===== src/rtl/hack_pkg.sv =====
// Shared types and instruction-field positions for the Hack CPU control sequencer.
package hack_pkg;

    typedef enum logic [2:0] {
        StRst,
        StFetch,
        StMrd,
        StExec,
        StMwr,
        StHalt
    } state_e;

    localparam int unsigned InstrW  = 16;

    // Instruction field positions
    localparam int unsigned IdxType = 15;
    localparam int unsigned IdxA    = 12;
    localparam int unsigned CompHi  = 11;
    localparam int unsigned CompLo  = 6;
    localparam int unsigned CompW   = CompHi - CompLo + 1;
    localparam int unsigned DestA   = 5;
    localparam int unsigned DestD   = 4;
    localparam int unsigned DestM   = 3;
    localparam int unsigned JumpHi  = 2;
    localparam int unsigned JumpLo  = 0;

    // Bit positions within the jump field
    localparam int unsigned JmpBitLt = 2;
    localparam int unsigned JmpBitEq = 1;
    localparam int unsigned JmpBitGt = 0;

    localparam logic [2:0] JmpNull   = 3'b000;
    localparam logic [2:0] JmpGt     = 3'b001;
    localparam logic [2:0] JmpEq     = 3'b010;
    localparam logic [2:0] JmpGe     = 3'b011;
    localparam logic [2:0] JmpLt     = 3'b100;
    localparam logic [2:0] JmpNe     = 3'b101;
    localparam logic [2:0] JmpLe     = 3'b110;
    localparam logic [2:0] JmpAlways = 3'b111;

    function automatic logic is_c_instr(input logic [InstrW-1:0] w);
        return w[IdxType];
    endfunction

endpackage


===== src/rtl/hack_jump_eval.sv =====
// Combinational jump condition: selects on ALU sign/zero flags using the 3-bit jump field.
module hack_jump_eval
    import hack_pkg::*;
(
    input  logic [2:0] jump_i,
    input  logic       zr_i,
    input  logic       ng_i,
    output logic       taken_o
);

    always_comb begin
        taken_o = (jump_i[JmpBitLt] & ng_i)
                | (jump_i[JmpBitEq] & zr_i)
                | (jump_i[JmpBitGt] & ~ng_i & ~zr_i);
    end

endmodule


===== src/rtl/hack_sequencer.sv =====
// Multi-cycle control sequencer for a Hack CPU: fetch, optional M read, execute, optional M write.
module hack_sequencer
    import hack_pkg::*;
#(
    parameter int unsigned CNT_W = 16
) (
    input  logic              clk,
    input  logic              rst_n,
    input  logic [15:0]       instr,
    input  logic              instr_valid,
    input  logic              mem_ack,
    input  logic              alu_zr,
    input  logic              alu_ng,
    input  logic              halt_req,
    output logic              ifetch_req,
    output logic [15:0]       ir,
    output logic              pc_ld,
    output logic              pc_incr,
    output logic              pc_rst,
    output logic              a_ld,
    output logic              a_sel,
    output logic              d_ld,
    output logic [5:0]        alu_ctl,
    output logic              alu_y_sel,
    output logic              m_rd_req,
    output logic              m_wr,
    output logic              mdr_ld,
    output logic              halted,
    output logic [CNT_W-1:0]  instr_cnt
);

    localparam logic [CNT_W-1:0] CntOne = {{(CNT_W-1){1'b0}}, 1'b1};

    state_e             state_q, state_d;
    logic [InstrW-1:0]  ir_q, ir_d;
    logic [CNT_W-1:0]   cnt_q, cnt_d;
    logic               commit;
    logic               taken;

    hack_jump_eval u_jump_eval (
        .jump_i  (ir_q[JumpHi:JumpLo]),
        .zr_i    (alu_zr),
        .ng_i    (alu_ng),
        .taken_o (taken)
    );

    always_ff @(posedge clk or negedge rst_n) begin
        if (!rst_n) begin
            state_q <= StRst;
            ir_q    <= '0;
            cnt_q   <= '0;
        end else begin
            state_q <= state_d;
            ir_q    <= ir_d;
            cnt_q   <= cnt_d;
        end
    end

    always_comb begin
        state_d    = state_q;
        ir_d       = ir_q;
        cnt_d      = cnt_q;
        commit     = 1'b0;
        ifetch_req = 1'b0;
        pc_ld      = 1'b0;
        pc_incr    = 1'b0;
        pc_rst     = 1'b0;
        a_ld       = 1'b0;
        a_sel      = 1'b0;
        d_ld       = 1'b0;
        alu_ctl    = '0;
        alu_y_sel  = 1'b0;
        m_rd_req   = 1'b0;
        m_wr       = 1'b0;
        mdr_ld     = 1'b0;
        halted     = 1'b0;

        case (state_q)
            StRst: begin
                pc_rst  = 1'b1;
                state_d = halt_req ? StHalt : StFetch;
            end
            StFetch: begin
                ifetch_req = 1'b1;
                if (instr_valid) begin
                    ir_d    = instr;
                    state_d = (instr[IdxType] & instr[IdxA]) ? StMrd : StExec;
                end
            end
            StMrd: begin
                m_rd_req = 1'b1;
                if (mem_ack) begin
                    mdr_ld  = 1'b1;
                    state_d = StExec;
                end
            end
            StExec: begin
                if (!is_c_instr(ir_q)) begin
                    a_ld    = 1'b1;
                    pc_incr = 1'b1;
                    commit  = 1'b1;
                end else begin
                    alu_ctl   = ir_q[CompHi:CompLo];
                    alu_y_sel = ir_q[IdxA];
                    if (ir_q[DestM]) begin
                        state_d = StMwr;
                    end else begin
                        commit = 1'b1;
                    end
                end
            end
            StMwr: begin
                m_wr      = 1'b1;
                alu_ctl   = ir_q[CompHi:CompLo];
                alu_y_sel = ir_q[IdxA];
                commit    = mem_ack;
            end
            StHalt: begin
                halted = 1'b1;
                if (!halt_req) begin
                    state_d = StFetch;
                end
            end
            default: state_d = StRst;
        endcase

        // All register writes of a C-instruction land on the same edge, so PC picks up old A.
        if (commit) begin
            cnt_d   = cnt_q + CntOne;
            state_d = halt_req ? StHalt : StFetch;
            if (is_c_instr(ir_q)) begin
                a_ld    = ir_q[DestA];
                a_sel   = 1'b1;
                d_ld    = ir_q[DestD];
                pc_ld   = taken;
                pc_incr = ~taken;
            end
        end
    end

    assign ir        = ir_q;
    assign instr_cnt = cnt_q;

endmodule

===== config.mk =====
export PLATFORM = sky130hd
export DESIGN_NAME = hack_sequencer
export DESIGN_NICKNAME = d
export VERILOG_FILES = /design/src/rtl/hack_pkg.sv /design/src/rtl/hack_jump_eval.sv /design/src/rtl/hack_sequencer.sv
export SDC_FILE = /design/constraint.sdc
export NUM_CORES = 1
export LEC_CHECK = 0
export BUFFER_PORTS_ARGS = -buffer_cell sky130_fd_sc_hd__buf_2
export CORE_UTILIZATION = 43
export CTS_CLUSTER_SIZE = 30
export DETAILED_ROUTE_END_ITERATION = 8
export PLACE_DENSITY = 0.75
export SYNTH_ARGS = -nofsm -noshare
export SYNTH_HDL_FRONTEND = slang
export SYNTH_SLANG_ARGS = --single-unit

===== constraint.sdc =====
create_clock -name clk -period 1.7 [get_ports clk]
set_clock_uncertainty 0.2 [all_clocks]
set_input_delay 0.34 -clock clk [delete_from_list [all_inputs] [get_ports clk]]
set_output_delay 0.34 -clock clk [all_outputs]
set_load 0.03 [all_outputs]

==> results.toml <==
[placed_design]
place_area_mm2 = 0.00241
place_ws_ns = -0.143
gp_congestion = 0.875
dpl.hpwl_mm = 3.01
dp.cells = 281
io_buffers = 72

[cells_and_area]
fill_cells = 290
diodes = 0
final_util_pct = 70.8
regArea_um2 = 881
stdcell_area_mm2 = 0.00283
nNetsFinal = 271
layout-area-overhead-vs-synth_pct = 58.4
drive_above_1_share_pct = 65.7
multi_input_area_um2 = 988
finalNonFillerCells = 298

[logic_synthesis]
synth.net_count = 167
synthTopCellsByArea = "dfrtp_1 (49%), mux2_1 (9.5%), xnor2_1 (6.4%)"
yosysWarningCount = 0
yosys_register_bits = 35
synth_area_leader_cell = "dfrtp_1"
yosysTopAreaCellShare_pct = 49.0
synth.most_common_cell = "dfrtp_1"
syn_avg_cell_area_um2 = 12.5
synth_cell_type_count = 42
syn_inst = 143
syn-cell-area_mm2 = 0.00179
synth_common_cells = "dfrtp_1 (35), mux2_1 (15), xnor2_1 (13)"
seq_area_frac_synth_pct = 49.0
async_flop_share_pct = 100
synth_flop_cell = "dfrtp_1"
synth_edf_count = 0

[clocking]
clk_latency_ns = 0.29
numCtsBuffers = 5
cts_root_buffer = "clkbuf_8"
clkTransAtPathRegs_ns = 0.07
cts_tree = "built"
ctsLongestPathBuffers = 2
cts.sinks = 35
htreeDepth = 2

[setup_path]
end_kind = "output pin"
path_buf_inv = 2
cp_max_fo = 7
criticalPathCategory = "reg2out"
cp.arrival_ns = 1.56
path_depth = 5
ff2ff_path_depth = 6
crit_family = "flip-flops"
worstPathCellList = "nand2b_1, o22ai_1, buf_4, and2_2, buf_6"
critPathRequiredTime_ns = 1.16
cp_slowest_cell = "dfrtp_2"
setup.worst_path.start_class = "flop"
slowest_delay_ns = 0.46

[drt]
firstDrtPassIters = 4
ant_nets = 0
drt-total-wl_mm = 4.41
vias = 1495
drt_iter0_drc = 42
viasPerCell = 5.02
post_drt_wl_per_cell_um = 14.8
drcViolationCount = 0

[grt]
grt_max_degree = 22
grt_use_total_pct = 22.3
antenna_found_initial = 0
grt_pass1_wl_mm = 7.23
grt_overflow = 0
grt_pass1_vias = 1513

[timing]
rsz0062_at_grt = "true"
period_needed_ns = 2.10
tns_ns = -7.54
setup_slack_ns = -0.397
max_freq_ghz = 0.477
slew_headroom_pct = 69.0
hold_viol = 0
timing.hold.ws_ns = 0.0779
slew_violations = 0
fin_crit_sh_pct = 123
worstMarginPinSlew_ns = 0.465
finalSetupViolCount = 46

[outcome]
outcome = "finished with violations"
violations = "negative setup slack"

[die]
die_x_um = 66.5
design.die.area_mm2 = 0.00442
die_height_um = 66.5
placementRows = 23
start_util_pct = 44.7
core_mm2 = 0.00400
io_pins = 73

[worst_hold_path]
hold_depth = 2
min_path_type = "in2reg"

[power_and_ir_drop]
total_power_mw = 5.06
ir_worst_vdd_uv = 1310
p_leak_nw = 1.45
power.density_mw_per_mm2 = 1790

[flow_run]
maxCapViolCount = 0
==> cell families after synthesis <==
| family | after synthesis | synth area share, % |
|---|---|---|
| AO/OA/AOI/OAI | 14 | 6.16 |
| XOR/XNOR | 15 | 7.77 |
| adder cells (fa/ha/maj) | 1 | 0.700 |
| buffers and inverters | 10 | 4.20 |
| flip-flops | 35 | 49.0 |
| multiplexers | 16 | 10.1 |
| AND/OR/NAND/NOR | 52 | 22.1 |
==> cells in the final DEF (no fill, tap or decap), types with 4 or more instances in the layout <==
master    Yosys  routed
mux2_4        0      16
buf_2         2      54
dfrtp_1      35      31
and3_1        4       4
buf_4         1      23
and4_1        4       4
dfrtp_2       0       4
nand2_1       4       4
nand4_1       5       5
buf_6         2      23
xnor2_1      13      13
clkbuf_8      0       5
and2_2        0       7
==> worst paths after layout <==
path	slack [ns]	endpoint	start
setup / recovery	-0.40	alu_ctl[0]	state_q[0]$_DFFE_PN0P_
hold reg to reg	0.28	instr_cnt[15]$_DFFE_PN0P_	instr_cnt[15]$_DFFE_PN0P_
hold / removal	0.08	ir[10]$_DFFE_PN0P_	instr[10]
min in group asynchronous	0.34	ir[15]$_DFFE_PN0P_	rst_n
setup reg to reg	-0.15	ir[11]$_DFFE_PN0P_	state_q[2]$_DFFE_PN0P_
max in group asynchronous	0.45	instr_cnt[2]$_DFFE_PN0P_	rst_n
==> layer usage <==
layer  GRT usage (%)  share of wire (%)  vias up
li1                -                  -      720
met1            27.3                 43      718
met2            37.4                 49       52
met3            6.85                6.0        5
met4            6.91                1.4        0
met5               0                  0        -
==> state kept, by name, summed over array words and instances (netlist names) <==
| register | flops |
|---|---|
| instr_cnt | 16 |
| ir | 16 |
| state_q | 3 |
==> power breakdown <==
| group | total (mW) | internal [mW] | switching (mW) |
|---|---|---|---|
| Combinational | 2.91 | 1.38 | 1.53 |
| Clock | 0.745 | 0.436 | 0.308 |
| Sequential | 1.41 | 1.13 | 0.279 |
| Total | 5.06 | 2.94 | 2.12 |
==> layout make-up <==
class / instances / share of cell area (%)
Inverter: 3 / 0.398
Multi-Input combinational cell: 98 / 34.9
Sequential cell: 35 / 31.1
Clock inverter: 3 / 1.55
Tap cell: 50 / 2.21
Timing Repair Buffer: 104 / 27.4
Clock buffer: 5 / 2.43
==> what timing repair did <==
item,CTS,global route
setup buffers,6,1
gates resized for setup,59,3
hold buffers,1,0
pin swaps,13,3
gates cloned,1,0
hold endpoints to repair,19,0
setup endpoints to repair,47,48
Note: power is estimated with default switching activity, not from simulation.
